==> src/rtl/soc_event_tracer.sv <==
// soc_event_tracer
//   Change-triggered capture of a masked debug probe bus. When any masked-in
//   probe bit differs from its previous sample, {probe_in, ts} is pushed into
//   a first-word-fall-through FIFO that is drained over a valid/ready port.
//
//   Optional feature: define SOC_TRACE_TS_EN to build the free-running
//   timestamp counter and per-entry timestamp storage. When it is undefined,
//   evt_ts is tied to 0 and everything else behaves the same.
//
// Ports
//   clk, resetn     clock, asynchronous active-low reset
//   enable          capture and timestamp counting active
//   clear           synchronous flush (one-cycle pulse), wins over push/pop
//   probe_in, mask  observed signals; mask bit 1 = participates in detection
//   evt_valid/ready FIFO head handshake
//   evt_data/ts     head entry (0 while empty)
//   level           FIFO occupancy
//   overflow        sticky drop flag
//   drop_cnt        dropped events, saturating at 255
module soc_event_tracer #(
    parameter int PROBE_W = 34,
    parameter int DEPTH   = 16,
    parameter int TS_W    = 16
) (
    input  logic                     clk,
    input  logic                     resetn,
    input  logic                     enable,
    input  logic                     clear,
    input  logic [PROBE_W-1:0]       probe_in,
    input  logic [PROBE_W-1:0]       mask,
    output logic                     evt_valid,
    input  logic                     evt_ready,
    output logic [PROBE_W-1:0]       evt_data,
    output logic [TS_W-1:0]          evt_ts,
    output logic [$clog2(DEPTH):0]   level,
    output logic                     overflow,
    output logic [7:0]               drop_cnt
);
    localparam int AW = $clog2(DEPTH);

    logic [PROBE_W-1:0] probe_q;
    logic               primed;
    logic [AW:0]        wr_ptr, rd_ptr;
    logic [PROBE_W-1:0] data_mem [DEPTH];
    logic               empty, full, hit, pop, push_ok, drop;

    // Pointers carry one extra wrap bit so full and empty are distinguishable.
    assign empty   = (wr_ptr == rd_ptr);
    assign full    = (wr_ptr[AW] != rd_ptr[AW]) && (wr_ptr[AW-1:0] == rd_ptr[AW-1:0]);
    assign hit     = enable & primed & (|((probe_in ^ probe_q) & mask));
    assign pop     = ~empty & evt_ready;
    // A full FIFO still accepts a push when the head leaves in the same cycle.
    assign push_ok = hit & (~full | pop);
    assign drop    = hit & full & ~pop;

    assign evt_valid = ~empty;
    assign level     = wr_ptr - rd_ptr;
    assign evt_data  = empty ? '0 : data_mem[rd_ptr[AW-1:0]];

    // probe_q follows probe_in every cycle; clear reloads it the same way, so
    // only primed needs special handling to suppress the first comparison.
    always_ff @(posedge clk or negedge resetn) begin
        if (!resetn) begin
            probe_q <= '0;
            primed  <= 1'b0;
        end else begin
            probe_q <= probe_in;
            primed  <= ~clear;
        end
    end

    always_ff @(posedge clk or negedge resetn) begin
        if (!resetn) begin
            wr_ptr <= '0;
            rd_ptr <= '0;
        end else if (clear) begin
            wr_ptr <= '0;
            rd_ptr <= '0;
        end else begin
            if (push_ok) wr_ptr <= wr_ptr + (AW+1)'(1);
            if (pop)     rd_ptr <= rd_ptr + (AW+1)'(1);
        end
    end

    always_ff @(posedge clk or negedge resetn) begin
        if (!resetn) begin
            overflow <= 1'b0;
            drop_cnt <= '0;
        end else if (clear) begin
            overflow <= 1'b0;
            drop_cnt <= '0;
        end else if (drop) begin
            overflow <= 1'b1;
            if (drop_cnt != 8'hFF) drop_cnt <= drop_cnt + 8'd1;
        end
    end

    // Storage needs no reset: the read side is masked while empty.
    always_ff @(posedge clk) begin
        if (push_ok && !clear) data_mem[wr_ptr[AW-1:0]] <= probe_in;
    end

`ifdef SOC_TRACE_TS_EN
    logic [TS_W-1:0] ts;
    logic [TS_W-1:0] ts_mem [DEPTH];

    always_ff @(posedge clk or negedge resetn) begin
        if (!resetn)     ts <= '0;
        else if (clear)  ts <= '0;
        else if (enable) ts <= ts + TS_W'(1);
    end

    // Entry takes the pre-increment count of the capturing cycle.
    always_ff @(posedge clk) begin
        if (push_ok && !clear) ts_mem[wr_ptr[AW-1:0]] <= ts;
    end

    assign evt_ts = empty ? '0 : ts_mem[rd_ptr[AW-1:0]];
`else
    assign evt_ts = '0;
`endif

endmodule

==> config.mk <==
export PLATFORM = sky130hd
export DESIGN_NAME = soc_event_tracer
export DESIGN_NICKNAME = d
export VERILOG_FILES = /design/src/rtl/soc_event_tracer.sv
export SDC_FILE = /design/constraint.sdc
export NUM_CORES = 1
export LEC_CHECK = 0
export ABC_AREA = 1
export BUFFER_PORTS_ARGS = -buffer_cell sky130_fd_sc_hd__buf_2
export CAP_MARGIN = 20
export CORE_MARGIN = 1
export CORE_UTILIZATION = 65
export DETAILED_ROUTE_END_ITERATION = 10
export GPL_ROUTABILITY_DRIVEN = 0
export PLACE_DENSITY = 0.84
export RECOVER_POWER = 50
export SLEW_MARGIN = 20
export SYNTH_ARGS = -nofsm -noshare
export SYNTH_HDL_FRONTEND = slang
export SYNTH_SLANG_ARGS = --single-unit
==> constraint.sdc <==
create_clock -name clk -period 6 [get_ports clk]
set_input_delay 0.9 -clock clk [delete_from_list [all_inputs] [get_ports clk]]
set_output_delay 0.9 -clock clk [all_outputs]
set_load 0.02 [all_outputs]
* Yosys cells after proc, flatten, opt, wreduce, memory -nomap -nowiden *
Memory sizes are Yosys's and may differ from the RTL's.
Cells that the tools add are included.
W data, S select, Z words.

storage, ports and cells
  logic and storage cells = 49
  input bits = 73
  register bits after elaboration = 54
  output and inout bits = 65
  memories kept = 1
  memory bits (writable) = 544

cells by class
  multiplexer cells = 12
  $add $sub $neg = 4
  equal/unequal tests = 4
  reductions and logical operators = 9
  bitwise gates (word level) = 13

memory list
  name      depth  width  rd ports  clocked after memory_dff  wr ports  RTL line  text
  data_mem  16     34     1         0                         1         44        logic [PROBE_W-1:0] data_mem [DEPTH];

operators by type and width
  cell                   number
  $and A34 B34 Y34       1
  $mux W34               1
  $reduce_or A34 Y1      1
  $xor A34 B34 Y34       1
  $mux W8                3
  $mux W5                4
  $add A5 B1 Y5 const B  2
  $add A8 B1 Y8 const B  1
  $ne A8 B8 Y1 const B   1
  $reduce_bool A2 Y1     4
  $and A1 B1 Y1          6
  $eq A5 B5 Y1           1
  $sub A5 B5 Y5          1
  $eq A4 B4 Y1           1
  $mux W1                4
  $not A1 Y1             4
  $logic_and A1 B1 Y1    2
  $reduce_and A2 Y1      1
  $logic_not A1 Y1       1
  $ne A1 B1 Y1           1
  $or A1 B1 Y1           1

* Depth between registers and ports, before layout *
  depth in word-level cells = 8
  gate-level depth with buffers = 12
  depth with buffers taken out = 12

* Worst setup path after synthesis *
No wires, ideal clock.

  path kind = reg-to-reg
  start point = reg rd_ptr[3]
  end point = mem data_mem[0][0], enable pin
  library setup time = 425 ps
  cell stages (with the launch flop) = 12
  slack = 2303 ps
  path buffers = 2
  required time = 5575 ps
  arrival = 3272 ps
  clock period less this slack = 3697 ps
  cells stage by stage = dfrtp_1 inv_1 buf_2 buf_1 ha_1 nand4_4 nor3_4 inv_2 nand3_4 nor2_4 nand2_2 nor2_1

on the way
  longest elaborated chain between the ends = 8

RTL lines
  what                                               RTL line  text
  start: declaration                                 43        logic [AW:0] wr_ptr, rd_ptr;
  start signal: assignment                           81        if (pop) rd_ptr <= rd_ptr + (AW+1)'(1);
  $eq A5 B5 Y1 or $eq A4 B4 Y1 (tied branches)       48, 49
  $not A1 Y1 or $logic_and A1 B1 Y1 (tied branches)  51, 49
  $and A1 B1 Y1 or $not A1 Y1 (tied branches)        51, 53
  $or A1 B1 Y1 *                                     53        assign push_ok = hit & (~full | pop);
  $and A1 B1 Y1 *                                    53
  $logic_and A1 B1 Y1 *                              100       if (push_ok && !clear) data_mem[wr_ptr[AW-1:0]] <= probe_in;
  $mux W1 *                                          100
  $mux W1 (not written as such) *                    100
  end: declaration                                   44

Mark *: on every way between the ends. The rest lies on a longest branch, timed or not.

* Final worst setup path *
  start point = reg rd_ptr[1]
  end point = out evt_data[27]

on the way
  longest elaborated chain between the ends = 2

RTL lines
  what                                             RTL line  text
  $mem_v2 Z16 W34 or $eq A5 B5 Y1 (tied branches)  -
  $mux W34 *                                       58        assign evt_data = empty ? '0 : data_mem[rd_ptr[AW-1:0]];
  end: declaration                                 33        output logic [PROBE_W-1:0] evt_data,

Marked as above.

==> impl_metrics.tcl <==
set metrics [dict create \
    wl_per_cell_um 24.3 \
    cts_made_buffers 55 \
    ys_ff_latch 598 \
    synth_largest_area_cell "edfxtp_1" \
    totalPowerFinal_mw 9.67 \
    fill_cells 2151 \
    fin_nets 2077 \
    synth_cell_type_count 46 \
    fin_tns_setup_ns 0 \
    power.density_nw_per_um2 359 \
    fin_crit_ns 4.79 \
    r2r_slack_ns 1.69 \
    drt_iter0_drc 2322 \
    cp.required_ns 5.10 \
    arrival_ns 3.89 \
    die_area_sq_um 37900 \
    p_int_mw 7.04 \
    root_buffer "clkbuf_16" \
    seq_area_frac_synth_pct 73.2 \
    die-width_um 195 \
    utilization_pct 73.6 \
    setup_viol 0 \
    rsz0062_at_grt "false" \
    min_path_cells 2 \
    syn_inst 1902 \
    yosysWarnings 0 \
    path_max_fanout 40 \
    clkLatencyLatePin_ns 0.60 \
    startpoint_type "flip-flop" \
    final_cell_mix "edfxtp_1 (544), nor2_1 (296), o21ai_0 (252)" \
    power_frac_seq_pct 47.8 \
    hold_class "reg2reg" \
    grt_pass1_wl_um 92500 \
    synth-edff-count 544 \
    worst-r2r-cell-count 10 \
    switching_share_pct 27.1 \
    first_global_vias 16200 \
    reg2reg_to "data_mem[10][11]" \
    drt-pass1-iter-count 6 \
    cts_setup_buffers 0 \
    worst_slew_pin_slew_ns 3.64 \
    syn_area_sq_um 24200 \
    post-dp-hpwl_um 33300 \
    mostFrequentLayoutCell "edfxtp_1" \
    p_sw_mw 2.62 \
    track_usage_pct 32.7 \
    area_growth_syn_to_layout_pct 11.6 \
    period_share_pct 79.8 \
    gr-total-overflow 0 \
    power.share.combinational_pct 15.7 \
    htreeDepth 2 \
    synth_ff_type "edfxtp_1" \
    hold_path.startpoint "overflow" \
    violations "capacitance limit, slew limit" \
    final_antenna_net_count 0 \
    r2r-start "rd_ptr[1]" \
    route.detailed.drc 0 \
    cts_tree "built" \
    clk_path_buf_depth 3 \
    synth_area_per_cell_sq_um 12.7 \
    maxCapViolCount 1 \
    drv_slew 55 \
    grt_max_degree 275 \
    status "finished, violations left" \
    initial_core_util_pct 66.0 \
    leakage_nw 9.38 \
    cts_resized 0 \
    drive_gt1_share_pct 12.4 \
    clock_sinks 598 \
    ir_worst_vdd_uv 293 \
    skew_ns 0.0214 \
    port_buffers 121 \
    ctsHoldBuffers 0 \
    holdWs_ns 0.522 \
    synth_top_cell_area_share_pct 67.6 \
    vias_per_cell 6.55 \
    endpoint_kind "output port" \
    core_region_area_sq_um 36600 \
    route.vias.total 16400 \
    rows 70 \
    path_clk_slew_ns 0.06 \
    critPathKind "reg2out" \
    hold_viol 0 \
    async_flop_share_pct 9.03 \
    die-height_um 195 \
    antenna_found_initial 2 \
    min_to "overflow" \
    fmax_mhz 209 \
    max_slew_margin_pct -143 \
    io_pins 138 \
    routed_wl_um 60900 \
    clockPowerShare_pct 36.6 \
    synth.area.top_cells "edfxtp_1 (68%), dfrtp_1 (5.6%), o21ai_0 (5.2%)" \
]
[kinds of logic after synthesis]
kind of cell	after synthesis	share of synthesized area (%)
DFF	598	73.2
and+or+nand+nor	593	10.3
AOI/OAI and AO/OA	473	11.4
buffers and inverters	215	4.03
xor gates and xnor gates	11	0.430
adders and majority gates	11	0.601
other	1	0.0155
[through the flow]
step                      setup slack (ns)  cells  cell area [sq um]
after floorplan                       2.30   1917              24200
after detailed placement              1.81   2403              25100
after global routing                  1.10   2508              26900
after global placement                1.84   2403              25100
after CTS                             1.32   2506              27000
final                                 1.21   2509              26900
[flip-flops by register name, indices dropped and copies added, names as in the netlist]
signal    count
data_mem    544
primed        1
wr_ptr        5
drop_cnt      8
rd_ptr        5
overflow      1
probe_q      34
[final cells by class]
cell class                      count  area (sq um)  share of cell area (%)
Clock inverter                     30           272                    1.01
Timing Repair Buffer              151           822                    3.05
Inverter                           83           320                    1.19
Sequential cell                   598         17700                    65.7
Multi-Input combinational cell   1104          5680                    21.1
Tap cell                          468           586                    2.17
Clock buffer                       73          1570                    5.81
Antenna cell                        2          5.00                  0.0186
[power by group through the flow]
stage	Combinational, mW	Clock, mW	Sequential, mW
3_5_place_dp	1.48	0	4.70
5_1_grt	1.63	3.69	4.62
2_1_floorplan	1.01	0	4.68
4_1_cts	1.50	3.55	4.61
6_report	1.51	3.53	4.62
3_3_place_gp	1.44	0	4.70
[how the worst max path moves through the flow]
stage,to,from,cells after the start
floorplan,data_mem[0][0],rd_ptr[3],11
global placement,data_mem[8][11],probe_in[29],11
detailed placement,data_mem[8][11],probe_in[29],11
CTS,evt_data[27],rd_ptr[1],7
global route,rd_ptr[1],resetn,2
finish,evt_data[27],rd_ptr[1],7
[synth_stat cells (10+ instances only)]
master and count:
edfxtp_1 544, nor2_1 313, o21ai_0 252, nand2_1 173, o22ai_1 84, inv_1 78
nand3_1 76, clkbuf_1 66, dfrtp_1 54, o221ai_1 52, a31oi_1 35, buf_2 32
o21ai_1 26, buf_4 21, o211ai_1 16, ha_1 10
[worst max-delay path, stage by stage (launching register included)]
cell and delay (ns):
dfrtp_4 0.74, clkinv_2 0.66, ha_1 0.60, nand4_4 0.14
nor2_4 0.12, buf_4 0.52, a31oi_1 0.24, buf_2 0.23
[per-layer routing]
layer | up-vias | global-route usage, % | share of wire (%)
met4 | 0 | 15.1 | 3.8
met5 | - | 0 | 0
met3 | 171 | 8.07 | 11
li1 | 7111 | - | -
met1 | 8049 | 42.9 | 36
met2 | 1108 | 52.2 | 49
Power figures use the tool's default switching activity.
